<file path="config.mk">
export PLATFORM = sky130hd
export DESIGN_NAME = nibble_serial_adder
export DESIGN_NICKNAME = d
export VERILOG_FILES = /design/src/rtl/nibble_adder_pkg.sv /design/src/rtl/fulladder.sv /design/src/rtl/rippe_adder.sv /design/src/rtl/nibble_serial_adder.sv
export SDC_FILE = /design/constraint.sdc
export NUM_CORES = 1
export LEC_CHECK = 0
export BUFFER_PORTS_ARGS = -buffer_cell sky130_fd_sc_hd__buf_4
export CAP_MARGIN = 25
export CORE_ASPECT_RATIO = 1.1
export CORE_MARGIN = 4
export CORE_UTILIZATION = 25
export CTS_CLUSTER_DIAMETER = 50
export DETAILED_ROUTE_END_ITERATION = 8
export MAX_ROUTING_LAYER = met4
export PLACE_DENSITY = 0.53
export SYNTH_ARGS = -nofsm -noshare
export SYNTH_HDL_FRONTEND = slang
export SYNTH_SLANG_ARGS = --single-unit
</file>
<file path="constraint.sdc">
create_clock -name clk -period 2.9 [get_ports clk]
set_clock_uncertainty 0.05 [all_clocks]
set_input_delay 0.725 -clock clk [delete_from_list [all_inputs] [get_ports clk]]
set_output_delay 0.725 -clock clk [all_outputs]
set_load 0.01 [all_outputs]
</file>
<file path="src/rtl/nibble_adder_pkg.sv">
// Shared types and constants for the nibble-serial adder.
// State encoding and slice width used by the top and its bench.
package nibble_adder_pkg;

  localparam int NIBBLE_W = 4;

  typedef enum logic [1:0] {
    IDLE = 2'd0,
    ADD  = 2'd1,
    DONE = 2'd2
  } state_e;

endpackage

</file>
<file path="src/rtl/fulladder.sv">
// Single-bit full adder cell.
// Building block of the 4-bit ripple adder.
module fulladder (
  input  logic a_i,
  input  logic b_i,
  input  logic c_i,
  output logic s_o,
  output logic c_o
);

  assign s_o = a_i ^ b_i ^ c_i;
  assign c_o = (a_i & b_i) | (c_i & (a_i ^ b_i));

endmodule

</file>
<file path="src/rtl/rippe_adder.sv">
// 4-bit ripple-carry adder built from fulladder cells.
// One slice of the nibble-serial datapath.
module rippe_adder (
  input  logic [3:0] a_i,
  input  logic [3:0] b_i,
  input  logic       c_i,
  output logic [3:0] s_o,
  output logic       c_o
);

  logic [4:0] c;

  assign c[0] = c_i;
  assign c_o  = c[4];

  for (genvar i = 0; i < 4; i++) begin : g_fa
    fulladder u_fa (
      .a_i (a_i[i]),
      .b_i (b_i[i]),
      .c_i (c[i]),
      .s_o (s_o[i]),
      .c_o (c[i+1])
    );
  end

endmodule

</file>
<file path="src/rtl/nibble_serial_adder.sv">
// Multi-cycle WIDTH-bit adder: one nibble per cycle, LSB first,
// through a single 4-bit ripple adder with a registered carry.
module nibble_serial_adder
  import nibble_adder_pkg::*;
#(
  parameter int WIDTH = 16
) (
  input  logic             clk,
  input  logic             rst_n,
  input  logic             in_valid,
  output logic             in_ready,
  input  logic [WIDTH-1:0] a,
  input  logic [WIDTH-1:0] b,
  input  logic             cin,
  output logic             out_valid,
  input  logic             out_ready,
  output logic [WIDTH-1:0] sum,
  output logic             cout,
  output logic             ovf
);

  localparam int NIB  = WIDTH / NIBBLE_W;
  localparam int IDXW = (NIB > 1) ? $clog2(NIB) : 1;
  localparam logic [IDXW-1:0] LAST = IDXW'(NIB - 1);

  state_e          state_q;
  logic [IDXW-1:0] idx_q;
  logic [WIDTH-1:0] a_q;
  logic [WIDTH-1:0] b_q;
  logic [WIDTH-1:0] sum_q;
  logic            carry_q;

  logic [NIBBLE_W-1:0] nib_s;
  logic                nib_co;

  rippe_adder u_add (
    .a_i (a_q[NIBBLE_W*idx_q +: NIBBLE_W]),
    .b_i (b_q[NIBBLE_W*idx_q +: NIBBLE_W]),
    .c_i (carry_q),
    .s_o (nib_s),
    .c_o (nib_co)
  );

  always_ff @(posedge clk or negedge rst_n) begin
    if (!rst_n) begin
      state_q <= IDLE;
      idx_q   <= '0;
      a_q     <= '0;
      b_q     <= '0;
      sum_q   <= '0;
      carry_q <= 1'b0;
    end else begin
      unique case (state_q)
        IDLE: begin
          if (in_valid) begin
            a_q     <= a;
            b_q     <= b;
            carry_q <= cin;
            idx_q   <= '0;
            state_q <= ADD;
          end
        end
        ADD: begin
          sum_q[NIBBLE_W*idx_q +: NIBBLE_W] <= nib_s;
          carry_q <= nib_co;
          idx_q   <= idx_q + 1'b1;
          if (idx_q == LAST) state_q <= DONE;
        end
        DONE: begin
          if (out_ready) state_q <= IDLE;
        end
        default: state_q <= IDLE;
      endcase
    end
  end

  assign in_ready  = (state_q == IDLE);
  assign out_valid = (state_q == DONE);
  assign sum       = sum_q;
  assign cout      = carry_q;
  assign ovf       = (a_q[WIDTH-1] == b_q[WIDTH-1]) &&
                     (sum_q[WIDTH-1] != a_q[WIDTH-1]);

endmodule

</file>
# Word-level counts from Yosys, hierarchy flattened

Index checks and enable logic that the tools add are counted.

Bitwise gates (word level): 20
Shifts and indexed selects: 4
Reduce and logical (&&, ||, !) cells: 6
Muxes and demuxes: 9
Equality and inequality tests: 8
$add $sub $neg: 2

Operator list:

| operator                | count |
|---|---|
| $neg 4->34              | 1 |
| $shift 4x34->16 const A | 1 |
| $shiftx 4x34->16        | 1 |
| $shiftx 16x5->4         | 2 |
| $bwmux 16               | 1 |
| $and 1x1->1             | 8 |
| $mux 2                  | 4 |
| $xor 1x1->1             | 8 |
| $pmux 2 s3              | 1 |
| $eq 2x2->1 const B      | 2 |
| $ne 2x2->1 const B      | 2 |
| $or 1x1->1              | 4 |
| $pmux 2 s2              | 1 |
| $reduce_and 2->1        | 2 |
| $reduce_and 3->1        | 1 |
| $add 2x1->2 const B     | 1 |
| $eq 2x1->1 const B      | 1 |
| $logic_not 2->1         | 1 |
| $ne 2x1->1 const B      | 1 |
| $pmux 1 s2              | 1 |
| $reduce_bool 2->1       | 1 |
| $eq 1x1->1              | 1 |
| $logic_and 1x1->1       | 1 |
| $mux 1                  | 1 |
| $ne 1x1->1              | 1 |

Register bits: 53
Output and inout bits: 20
Input port bits: 37
Logic and storage cells: 55

# Logic depth before layout (Yosys ltp)

Depth after elaboration: 11
Gate-level depth with buffers: 11
Mapped depth without buffers: 9

# By module

A second synthesis with hierarchy kept.

Cells, all modules: 180
Area total of the unflattened synthesis: 2511.2 um^2

By module, submodules not included:

| module              | instances | cells an instance | area an instance (um^2) |
|---|---|---|---|
| nibble_serial_adder | 1         | 176               | 2431.1 |
| fulladder           | 4         | 1                 | 20.0 |

# Worst setup path after synthesis

Ideal clock, no wire load.

Kind: flip-flop to flip-flop
Start point: register idx_q[1]
End point: register sum_q[11], in the netlist sum[11]
Path slack: 0.158 ns
Clock period less this slack: 2.742 ns
Cell stages (with the launch flop): 11
Path buffers: 1
Arrival: 2.609 ns
Setup time: 0.083 ns
Cell sequence: dfrtp_1 buf_2 mux4_2 fa_1 inv_1 fa_1 fa_1 inv_1 fa_1 nand3_1 o21ai_0

Cells in the longest elaborated chain, start to end: 11
Elaborated cells on any way between the ends: 23
Those cells by class: add/sub (1); shift (4); mux (1); bitwise (17)

RTL lines:

| item                                      | RTL line                                             | text |
|---|---|---|
| start: declaration                        | nibble_serial_adder.sv:27                            | `logic [IDXW-1:0] idx_q;` |
| start signal: assignment                  | nibble_serial_adder.sv:66                            | `idx_q <= idx_q + 1'b1;` |
| $shiftx 16x5->4, on equally long branches | nibble_serial_adder.sv:37, nibble_serial_adder.sv:38 |  |
| $xor 1x1->1                               | fulladder.sv:11, fulladder.sv:12                     |  |
| $and 1x1->1                               | fulladder.sv:12                                      | `assign c_o = (a_i & b_i) \| (c_i & (a_i ^ b_i));` |
| $or 1x1->1                                | fulladder.sv:12                                      |  |
| $and 1x1->1                               | fulladder.sv:12                                      |  |
| $or 1x1->1                                | fulladder.sv:12                                      |  |
| $and 1x1->1                               | fulladder.sv:12                                      |  |
| $or 1x1->1                                | fulladder.sv:12                                      |  |
| $xor 1x1->1                               | fulladder.sv:11                                      | `assign s_o = a_i ^ b_i ^ c_i;` |
| $shiftx 4x34->16                          | nibble_serial_adder.sv:64                            | `sum_q[NIBBLE_W*idx_q +: NIBBLE_W] <= nib_s;` |
| $bwmux 16 (*)                             | nibble_serial_adder.sv:64                            |  |
| end signal: indexed assignment            | nibble_serial_adder.sv:64                            |  |
| end: declaration                          | nibble_serial_adder.sv:30                            | `logic [WIDTH-1:0] sum_q;` |

Mark *: on every way between the ends. The rest lies on a longest branch, timed or not.
A chain may end at the register's enable or synchronous reset.

# Worst setup path in the final report

Start point: register idx_q[1]
End point: register sum_q[7], in the netlist sum[7]

The elaborated chain is that of the path after synthesis.

==> results.cfg <==
[outcome]
outcome = complete, no violations

[layout]
multi_input_area_um2 = 1190
antennaDiodeCount = 0
final_nets = 297
area_growth_syn_to_layout_pct = 27.7
fillers = 1084
drive_gt1_frac = 0.440
instances_no_fill = 395
seqCellArea_um2 = 1330

[floorplan]
core_um2 = 10300
rows = 39
die_x_um = 106
start_util = 0.255
die_area_um2 = 12300
ios = 57
die_height_um = 116

[sta]
min_period_ns = 2.70
timing.final.crit_share = 0.929
rsz0062_at_grt = false
slew_headroom = 0.552
fin_setup_tns_ns = 0
finalMaxSlewViolations = 0
clock.fmax_mhz = 371
finalHoldViolCount = 0
worst_slew_pin_slew_ns = 0.672
setup_viol = 0

[critical_path]
worstSetupStartpointType = flip-flop
critPathLaunch = idx_q[1]
critical_path_class = reg -> reg
r2r_slack_ns = 0.20
reg2reg_to = sum[7]
worstPathMaxFanout = 4
crit_end = sum[7]
timing.rr.start = idx_q[1]
arrival_ns = 2.85
critical_path_required_ns = 3.05
path_cells = mux4_2, fa_1, inv_1, fa_1, fa_1, inv_1, fa_2, nand3_1, o21ai_0
slowest_stage = fa_2
cpMostUsedCell = fa_1
ff2ff_path_depth = 9
endpoint_kind = flip-flop
cp_slowest_stage_delay_ns = 0.58

[clocking]
cts-hold-fix-buffers = 0
cts_buffers = 5
cts_num_sinks = 53
clk_latency_ns = 0.29
cts.htree.levels = 2
cts_tree = yes
root_buffer = clkbuf_16
clkTransAtPathRegs_ns = 0.07
clock_path_buffers = 2

[routing]
drc = 0
wl_per_cell_um = 14.6
drt_iter0_drc = 47
dr.pass1.iters = 4
vias = 1622
via_per_inst = 4.11
ant_nets = 0
routed_wl_mm = 5.78

[pwr]
static-leakage-power_nw = 1.55
ir_drop_uv = 529
powerDensity_nw_per_um2 = 1250

[grt]
grt_first_pass_wirelength_mm = 9.43
grt_start_max_net_pins = 54
grt_pass1_vias = 1781
antenna_found_initial = 0
grt_usage = 0.102
grt_remaining_overflow = 0

[place]
port_buffers = 56
dp_hpwl_mm = 4.35
gp_congestion = 0.785
dpl.cell_count = 387

[synth]
synth_area_per_cell_um2 = 13.6
yosys_warnings = 0
syn_nets = 240
syn_area_um2 = 2640
ys_seq_area_frac = 0.503
ys_types = 29
synthCells = 194
ys_ff_latch = 53

[job]
drv_cap = 0

[worst_hold_path]
hp-class = in -> async
-- cells in the mapped netlist --
| cell type | number | area, µm² |
|---|---|---|
| a21bo_2 | 1 | 10.0 |
| a21oi_1 | 1 | 5.00 |
| a22oi_1 | 1 | 7.51 |
| and2_4 | 1 | 8.76 |
| buf_2 | 1 | 5.00 |
| buf_4 | 2 | 15.0 |
| buf_6 | 2 | 22.5 |
| buf_8 | 3 | 45.0 |
| clkbuf_1 | 1 | 3.75 |
| dfrtp_1 | 53 | 1330 |
| fa_1 | 4 | 80.1 |
| ha_1 | 5 | 62.6 |
| inv_1 | 10 | 37.5 |
| mux2_2 | 2 | 22.5 |
| mux2_4 | 30 | 450 |
| mux2i_1 | 1 | 10.0 |
| mux4_2 | 8 | 180 |
| nand2_1 | 28 | 105 |
| nand2b_1 | 1 | 6.26 |
| nand3_1 | 4 | 20.0 |
| nand3b_1 | 4 | 30.0 |
| nor2_1 | 4 | 15.0 |
| nor2_2 | 1 | 6.26 |
| nor2b_1 | 2 | 12.5 |
| nor3b_1 | 2 | 15.0 |
| nor4bb_1 | 1 | 10.0 |
| o21ai_0 | 12 | 60.1 |
| o31ai_1 | 8 | 60.1 |
| or3_1 | 1 | 6.26 |
-- area by class of cell --
cell class,count,share of cell area
Clock buffer,5,0.0371
Inverter,10,0.0111
Clock inverter,3,0.0204
Sequential cell,53,0.394
Tap cell,143,0.0531
Multi-Input combinational cell,122,0.352
Timing Repair Buffer,59,0.133
-- power by group --
part           switching [mW]  total (mW)  internal [mW]
combinational           0.984        2.09           1.11
sequential              0.258        1.34           1.08
clock                   0.271       0.768          0.498
-- metrics by stage --
stage / util / hold slack (ns) / setup WS [ns] / instance area, µm² / total power, mW
6_report: 0.326 / 0.410 / 0.205 / 3370 / 4.20
5_1_grt: 0.326 / 0.462 / 0.0225 / 3370 / 4.53
4_1_cts: 0.325 / 0.440 / 0.159 / 3360 / 4.24
3_5_place_dp: 0.306 / 0.425 / 0.196 / 3170 / 3.45
3_3_place_gp: 0.306 / 0.420 / 0.232 / 3170 / 3.41
2_1_floorplan: - / 0.379 / 0.158 / 2640 / 2.82
-- layout by cell type, fill, tap and decap left out, types with 4 or more instances in the layout --
cell        n
nand3b_1    4
mux4_2      8
o21ai_0    12
o31ai_1     8
nor2_1      4
nand2_1    28
inv_1      10
dfrtp_1    53
nand3_1     4
clkbuf_16   5
mux2_4     30
buf_4      58
ha_1        5
-- how the worst min path moves through the flow --
stage / slack [ns] / cells after the start / start / endpoint
6_report: 0.41 / 1 / rst_n / sum[10]
5_1_grt: 0.46 / 2 / sum[13] / sum[13]
3_3_place_gp: 0.42 / 2 / sum[6] / sum[6]
4_1_cts: 0.44 / 2 / sum[13] / sum[13]
2_1_floorplan: 0.38 / 0 / rst_n / a_q[0]
3_5_place_dp: 0.43 / 2 / sum[13] / sum[13]
-- registers in the layout (all words and copies together) (netlist names) --
name	flops
sum	16
b_q	16
cout	1
idx_q	2
a_q	16
state_q	2
-- worst max-delay path, delay by kind of cell, from the launching register on --
kind,cells,cell delay (ns)
fa+ha+maj,4,1.33
simple gates,1,0.08
compound gates,1,0.15
buf+inv,2,0.12
flops,1,0.37
mux,1,0.52
-- layer usage --
| layer | vias to the layer above | global-route usage | part of all wire |
|---|---|---|---|
| met5 | - | - | 0 |
| li1 | 786 | - | - |
| met1 | 788 | 0.132 | 0.46 |
| met2 | 41 | 0.162 | 0.48 |
| met3 | 7 | 0.0240 | 0.044 |
| met4 | 0 | 0.0259 | 0.0085 |
-- logic make-up after synthesis --
kind of cell    share of synthesized area
compound gates                     0.0541
fa+ha+maj                          0.0541
buf+inv                            0.0488
flops                               0.503
mux                                 0.251
simple gates                       0.0891
-- what timing repair did --
| item | 4_1_cts | 5_1_grt |
|---|---|---|
| gates resized for setup | 0 | 2 |
| setup buffers | 0 | 0 |
| hold endpoints to repair | 0 | 0 |
| endpoints found under the setup margin | 0 | 2 |
(Power assumes the default switching activity.)
